`src/rtl/ann_wb_bridge.sv`:
```
// ann_wb_bridge: Wishbone-classic slave front end for the ANN accelerator.
// Decodes a small register window. Buffers query words into an input FIFO
// that streams to the core, and result words from the core into an output
// FIFO that firmware drains. Also handles start/busy/done/IRQ.
// Ports:
//   wb_clk_i, wb_rst_ni                   clock, async active-low reset
//   wbs_cyc/stb/we/sel/adr/dat_i          Wishbone request
//   wbs_ack_o, wbs_dat_o                  single-cycle ack, registered read data
//   in_valid_o/in_data_o/in_ready_i       query stream to the core
//   out_valid_i/out_data_i/out_ready_o    result stream from the core
//   start_o, done_i, irq_o                control pulse, completion, level IRQ
module ann_wb_bridge #(
  parameter logic [31:0] BASE_ADDR = 32'h3000_0000,
  parameter int unsigned DEPTH     = 8,
  parameter int unsigned DATA_W    = 32
) (
  input  logic              wb_clk_i,
  input  logic              wb_rst_ni,
  input  logic              wbs_cyc_i,
  input  logic              wbs_stb_i,
  input  logic              wbs_we_i,
  input  logic [3:0]        wbs_sel_i,
  input  logic [31:0]       wbs_adr_i,
  input  logic [31:0]       wbs_dat_i,
  output logic              wbs_ack_o,
  output logic [31:0]       wbs_dat_o,
  output logic              in_valid_o,
  output logic [DATA_W-1:0] in_data_o,
  input  logic              in_ready_i,
  input  logic              out_valid_i,
  input  logic [DATA_W-1:0] out_data_i,
  output logic              out_ready_o,
  output logic              start_o,
  input  logic              done_i,
  output logic              irq_o
);

  localparam int unsigned AW = $clog2(DEPTH);
  localparam int unsigned PW = AW + 1;

  localparam logic [5:0] OFF_CTRL   = 6'h00;
  localparam logic [5:0] OFF_STATUS = 6'h01;
  localparam logic [5:0] OFF_IN     = 6'h02;
  localparam logic [5:0] OFF_OUT    = 6'h03;
  localparam logic [5:0] OFF_CLR    = 6'h04;

  logic [DATA_W-1:0] in_mem_q  [DEPTH];
  logic [DATA_W-1:0] out_mem_q [DEPTH];

  logic [PW-1:0] in_wptr_q, in_wptr_d, in_rptr_q, in_rptr_d;
  logic [PW-1:0] out_wptr_q, out_wptr_d, out_rptr_q, out_rptr_d;
  logic          ack_q, ack_d;
  logic [31:0]   dat_q, dat_d;
  logic          start_q, start_d;
  logic          irq_en_q, irq_en_d;
  logic          busy_q, busy_d;
  logic          done_q, done_d;
  logic          in_ovf_q, in_ovf_d;
  logic          out_udf_q, out_udf_d;
  logic          irq_q, irq_d;

  logic          req_c, hit_c, wr_c, rd_c;
  logic [5:0]    off_c;
  logic [PW-1:0] in_cnt_c, out_cnt_c;
  logic          in_full_c, in_empty_c, out_full_c, out_empty_c;
  logic          ctrl_wr_c, clr_wr_c, flush_c;
  logic          in_push_c, in_pop_c, out_push_c, out_pop_c;
  logic [31:0]   status_c, rdata_c;
  logic          unused_c;

  // Request decode; off-window requests are still acked but do nothing.
  assign req_c = wbs_cyc_i & wbs_stb_i & ~ack_q;
  assign hit_c = (wbs_adr_i[31:8] == BASE_ADDR[31:8]);
  assign off_c = wbs_adr_i[7:2];
  assign wr_c  = req_c & hit_c & wbs_we_i;
  assign rd_c  = req_c & hit_c & ~wbs_we_i;
  assign unused_c = ^{wbs_adr_i[1:0], wbs_sel_i[3:1]};

  // FIFO occupancy, all taken before this cycle's operations.
  assign in_cnt_c    = in_wptr_q - in_rptr_q;
  assign out_cnt_c   = out_wptr_q - out_rptr_q;
  assign in_full_c   = (in_cnt_c == PW'(DEPTH));
  assign in_empty_c  = (in_cnt_c == '0);
  assign out_full_c  = (out_cnt_c == PW'(DEPTH));
  assign out_empty_c = (out_cnt_c == '0);

  assign ctrl_wr_c  = wr_c & (off_c == OFF_CTRL) & wbs_sel_i[0];
  assign clr_wr_c   = wr_c & (off_c == OFF_CLR);
  assign flush_c    = ctrl_wr_c & wbs_dat_i[2];
  assign in_push_c  = wr_c & (off_c == OFF_IN) & ~in_full_c;
  assign in_pop_c   = ~in_empty_c & in_ready_i;
  assign out_push_c = out_valid_i & ~out_full_c;
  assign out_pop_c  = rd_c & (off_c == OFF_OUT) & ~out_empty_c;

  assign status_c = {8'h00, 8'(out_cnt_c), 8'(in_cnt_c),
                     out_udf_q, in_ovf_q, done_q, busy_q,
                     out_empty_c, out_full_c, in_empty_c, in_full_c};

  // Read mux
  always_comb begin
    rdata_c = '0;
    case (off_c)
      OFF_CTRL:   rdata_c = {30'd0, irq_en_q, 1'b0};
      OFF_STATUS: rdata_c = status_c;
      OFF_OUT:    if (!out_empty_c) rdata_c = 32'(out_mem_q[out_rptr_q[AW-1:0]]);
      default:    rdata_c = '0;
    endcase
  end

  // Next-state for control, flags and pointers
  always_comb begin
    ack_d      = req_c;
    dat_d      = '0;
    start_d    = ctrl_wr_c & wbs_dat_i[0];
    irq_en_d   = irq_en_q;
    busy_d     = busy_q;
    done_d     = done_q;
    in_ovf_d   = in_ovf_q;
    out_udf_d  = out_udf_q;
    in_wptr_d  = in_wptr_q + PW'(in_push_c);
    in_rptr_d  = in_rptr_q + PW'(in_pop_c);
    out_wptr_d = out_wptr_q + PW'(out_push_c);
    out_rptr_d = out_rptr_q + PW'(out_pop_c);

    if (rd_c) dat_d = rdata_c;
    if (ctrl_wr_c) irq_en_d = wbs_dat_i[1];
    // START beats a coincident done_i for busy.
    if (done_i) busy_d = 1'b0;
    if (start_d) busy_d = 1'b1;
    // Sticky flags: set wins over a same-cycle clear.
    if (clr_wr_c && wbs_dat_i[0]) done_d = 1'b0;
    if (done_i) done_d = 1'b1;
    if (clr_wr_c && wbs_dat_i[1]) in_ovf_d = 1'b0;
    if (wr_c && (off_c == OFF_IN) && in_full_c) in_ovf_d = 1'b1;
    if (clr_wr_c && wbs_dat_i[2]) out_udf_d = 1'b0;
    if (rd_c && (off_c == OFF_OUT) && out_empty_c) out_udf_d = 1'b1;
    if (flush_c) begin
      in_wptr_d  = '0;
      in_rptr_d  = '0;
      out_wptr_d = '0;
      out_rptr_d = '0;
    end
    irq_d = done_d & irq_en_d;
  end

  // State registers
  always_ff @(posedge wb_clk_i or negedge wb_rst_ni) begin
    if (!wb_rst_ni) begin
      ack_q      <= 1'b0;
      dat_q      <= '0;
      start_q    <= 1'b0;
      irq_en_q   <= 1'b0;
      busy_q     <= 1'b0;
      done_q     <= 1'b0;
      in_ovf_q   <= 1'b0;
      out_udf_q  <= 1'b0;
      irq_q      <= 1'b0;
      in_wptr_q  <= '0;
      in_rptr_q  <= '0;
      out_wptr_q <= '0;
      out_rptr_q <= '0;
    end else begin
      ack_q      <= ack_d;
      dat_q      <= dat_d;
      start_q    <= start_d;
      irq_en_q   <= irq_en_d;
      busy_q     <= busy_d;
      done_q     <= done_d;
      in_ovf_q   <= in_ovf_d;
      out_udf_q  <= out_udf_d;
      irq_q      <= irq_d;
      in_wptr_q  <= in_wptr_d;
      in_rptr_q  <= in_rptr_d;
      out_wptr_q <= out_wptr_d;
      out_rptr_q <= out_rptr_d;
    end
  end

  // FIFO storage; a write racing a flush lands in a slot that is then discarded.
  always_ff @(posedge wb_clk_i) begin
    if (in_push_c)  in_mem_q[in_wptr_q[AW-1:0]]   <= DATA_W'(wbs_dat_i);
    if (out_push_c) out_mem_q[out_wptr_q[AW-1:0]] <= out_data_i;
  end

  assign wbs_ack_o   = ack_q;
  assign wbs_dat_o   = dat_q;
  assign start_o     = start_q;
  assign irq_o       = irq_q;
  assign in_valid_o  = ~in_empty_c;
  assign in_data_o   = in_mem_q[in_rptr_q[AW-1:0]];
  assign out_ready_o = ~out_full_c;

endmodule

```
`config.mk`:
```
export PLATFORM = sky130hd
export DESIGN_NAME = ann_wb_bridge
export DESIGN_NICKNAME = d
export VERILOG_FILES = /design/src/rtl/ann_wb_bridge.sv
export SDC_FILE = /design/constraint.sdc
export NUM_CORES = 1
export LEC_CHECK = 0
export CAP_MARGIN = 10
export CELL_PAD_IN_SITES_DETAIL_PLACEMENT = 1
export CELL_PAD_IN_SITES_GLOBAL_PLACEMENT = 2
export CORE_MARGIN = 1
export CORE_UTILIZATION = 40
export CTS_CLUSTER_SIZE = 16
export DETAILED_ROUTE_END_ITERATION = 12
export HOLD_SLACK_MARGIN = 0.08
export PLACE_DENSITY_LB_ADDON = 0.25
export SLEW_MARGIN = 20
export SYNTH_ARGS = -nofsm -noshare
export SYNTH_HDL_FRONTEND = slang
export SYNTH_SLANG_ARGS = --single-unit
```
`constraint.sdc`:
```
create_clock -name wb_clk_i -period 5.11 [get_ports wb_clk_i]
set_clock_uncertainty 0.2 [all_clocks]
set_input_delay 1.022 -clock wb_clk_i [delete_from_list [all_inputs] [get_ports wb_clk_i]]
set_output_delay 1.022 -clock wb_clk_i [all_outputs]
set_load 0.01 [all_outputs]
```
==> out/qor.txt <==
outcome: finished, final reports clean
H-Tree Depth: 2
Syn Nets: 1,217
DR pass1 iterations: 5
number of port buffers: 171
clock transition at the registers of the reported paths: 0.06 ns
synth warn: 0
share of layout cells above drive strength 1: 21.4%
post-route setup TNS: 0 ns
RSZ-0062 raised after global routing: false
vias in the first global route: 12,008
Slew headroom: 47.6%
PwrDens: 396 nW/um^2
Via density: 5.23
Synth cell types: 48
min Tclk post-route: 4.48 ns
first-pass GRT wire length: 74,900 um
worst hold path type: in -> async
DRC Markers: 0
drt wl/cell: 23.7 um
area grow syn2layout: 22.1%
Post-CTS Resized: 0
Worst Tran Pin Value: 0.785 ns
number of synthesized register bits: 568
routed wire length: 48,800 um
worst vdd ir: 0.289 mV
DIE WIDTH: 236 um
root buf cell: clkbuf_16
delay-heaviest family, CP: simple AND/OR/NAND/NOR gates
Post-Synthesis Cells: 1,093
Hold WS: 0.244 ns
Std-Cell Core Area: 53,800 sq um
HPWL after DPL: 28,500 um
Ports: 177
Tcrit/Tclk final: 87.6%
starting density of the core: 40.5%
Crit. End Element: primary output
antenna viol nets, final: 0
Fin. Hold Viols: 0
Seq/Total Area, Yosys: 76.9%
initial DRC count: 457
crit path max-delay cell type: clkdlybuf4s50_1
Die Span Y: 236 um
Crit path top cell by count: inv_1
Tot GR Track Use: 18.1%
post-synth top area share: 70.5%
clk sinks: 568
CP bufs+invs: 3
Max-cap violations: 0
cell taking the most area after synthesis: edfxtp_1
critical path peak fanout: 5
routed vias: 10,755
P_leak: 8.82 nW
diode count: 0
fmax: 223 MHz
critical path startpoint category: register
CP Cell Sequence: inv_1 -> ha_1 -> inv_1 -> fa_1 -> xor2_1 -> nor3b_1 -> or3b_1 -> clkdlybuf4s50_1
Post-CTS Hold Buffers: 0
GRT Residual Overflow: 0
Syn Area/Cell: 20.0 sq um
GP Congestion: 0.725
largest net degree at the start of global routing: 46
mapped cell area: 21,800 sq um
worst skew pair latency: 0.62 ns
antenna violations before repair: 5
top post-synthesis cells by area: edfxtp_1 70%, mux4_2 13%, dfrtp_1 6.4%
Req. time, crit path: 3.89 ns
setup bufs post-CTS: 0
Setup Crit Path Kind: reg -> out
NumNets Final: 1,435
Final Max Tran Viols: 0
Clock Path Buffers: 3
crit path DAT: 3.26 ns
# setup viols final: 0
Die ar.: 55,500 sq um
CTS tree: yes
reg2reg setup slack: 1.47 ns
Num CTS Buffers: 60
site row count: 85
CP max stage delay: 0.52 ns
-- per-stage QoR --
step,instance area [sq um],instances,util [%],setup slack [ns],power [mW]
after floorplan,21800,1093,-,0.188,5.90
after global placement,24700,1945,45.8,0.809,6.28
after detailed placement,24700,1945,45.8,0.770,6.32
after CTS,26600,2057,49.5,0.568,10.7
after global routing,26600,2057,49.5,0.456,10.9
final,26600,2057,49.5,0.633,10.5
-- report_power, final --
part	internal, mW	leakage [nW]	switching, mW
combinational	0.261	2.46	0.444
sequential	5.41	5.38	0.0921
clock	2.56	0.978	1.77
total	8.23	8.82	2.31
-- sequential cells by signal (all words and copies together), names as in the netlist --
signal      count
done_q          1
irq_en_q        1
start_o         1
in_rptr_q       4
irq_o           1
out_udf_q       1
out_rptr_q      4
in_wptr_q       4
in_mem_q      256
busy_q          1
wbs_ack_o       1
out_mem_q     256
wbs_dat_o      32
in_ovf_q        1
out_wptr_q      4
-- routing by layer --
metal  routed length, um  up-vias  track usage (%)
met4                1060       10             5.21
met3                1750       84             3.26
met1               20700     5678             23.0
met2               25300      202             31.7
li1                    -     4781                -
met5                  71        -                0
-- area by class of cell --
| class | count | area, sq um |
|---|---|---|
| clock buffers | 73 | 1630 |
| multi-input cells | 467 | 4920 |
| clock inverters | 39 | 354 |
| flip-flops and latches | 568 | 16800 |
| well taps | 696 | 871 |
| fillers | 4892 | 27200 |
| repair buffers | 203 | 2050 |
| inverters | 11 | 41.3 |
-- layout by cell type, fill, tap and decap left out, types with 3 or more instances in the layout --
| cell type | synthesis | layout |
|---|---|---|
| a21o_1 | 3 | 3 |
| a21oi_1 | 23 | 23 |
| and2_1 | 13 | 13 |
| and3_1 | 4 | 4 |
| buf_12 | 0 | 8 |
| buf_4 | 1 | 24 |
| bufinv_16 | 0 | 6 |
| clkbuf_1 | 18 | 6 |
| clkbuf_16 | 0 | 61 |
| clkbuf_8 | 0 | 6 |
| clkdlybuf4s50_1 | 0 | 170 |
| clkinv_1 | 0 | 14 |
| clkinv_2 | 0 | 14 |
| clkinvlp_4 | 0 | 3 |
| dfrtp_1 | 56 | 52 |
| edfxtp_1 | 512 | 512 |
| ha_1 | 14 | 14 |
| inv_1 | 10 | 10 |
| mux2_2 | 3 | 3 |
| mux2i_1 | 11 | 11 |
| mux4_2 | 128 | 128 |
| nand2_1 | 150 | 150 |
| nand2b_1 | 5 | 5 |
| nand3_1 | 18 | 18 |
| nand3b_1 | 3 | 3 |
| nor2_1 | 24 | 12 |
| nor2_4 | 0 | 12 |
| nor2b_1 | 3 | 3 |
| nor3_1 | 9 | 5 |
| nor3_2 | 1 | 3 |
| nor4_1 | 5 | 5 |
| nor4_2 | 3 | 3 |
| o22ai_1 | 5 | 5 |
| o2bb2ai_1 | 5 | 5 |
| or2_2 | 4 | 4 |
| xnor2_1 | 5 | 5 |
| xor2_1 | 7 | 7 |
-- synthesized netlist by cell type, drive strengths merged --
master and number:
nand2b 5, and4 1, nor4 8, o22ai 5, edfxtp 512, buf 29, ha 14, a21oi 23
nor2 24, nor2b 3, inv 11, nand2 150, or2 4, mux2 3, and3 4, fa 2
xor2 7, nand3 19, a31oi 1, or3b 1, nor3b 2, o21ai 2, o2bb2ai 5, a21o 3
or3 1, a41oi 1, nor3 10, nand3b 3, mux2i 11, a2bb2oi 2, xnor2 5, mux4 128
dfrtp 56, and4bb 1, a21bo 2, and2 13, a21boi 1, clkbuf 18, and3b 1, nand4 2
-- logic make-up (layout without fill, tap and decap cells) --
| kind of cell | count (synthesis) | in the layout | synth area share [%] |
|---|---|---|---|
| fa+ha+maj | 16 | 16 | 0.986 |
| compound gates | 45 | 45 | 1.31 |
| flops | 568 | 568 | 76.9 |
| mux | 142 | 142 | 13.9 |
| xor+xnor | 12 | 12 | 0.482 |
| simple gates | 252 | 252 | 5.32 |
| buf+inv | 58 | 326 | 1.14 |
-- final timing paths --
path	cells after the start	endpoint	start
setup / recovery	8	out_ready_o	out_wptr_q[0]
hold / removal	1	out_wptr_q[0]	wb_rst_ni
setup reg to reg	8	in_mem_q[4][0]	in_rptr_q[0]
hold reg to reg	1	wbs_dat_o[5]	done_q
max in group asynchronous	2	in_rptr_q[0]	wb_rst_ni
min in group wb_clk_i	1	wbs_dat_o[5]	done_q
Power figures use the tool's default switching activity.
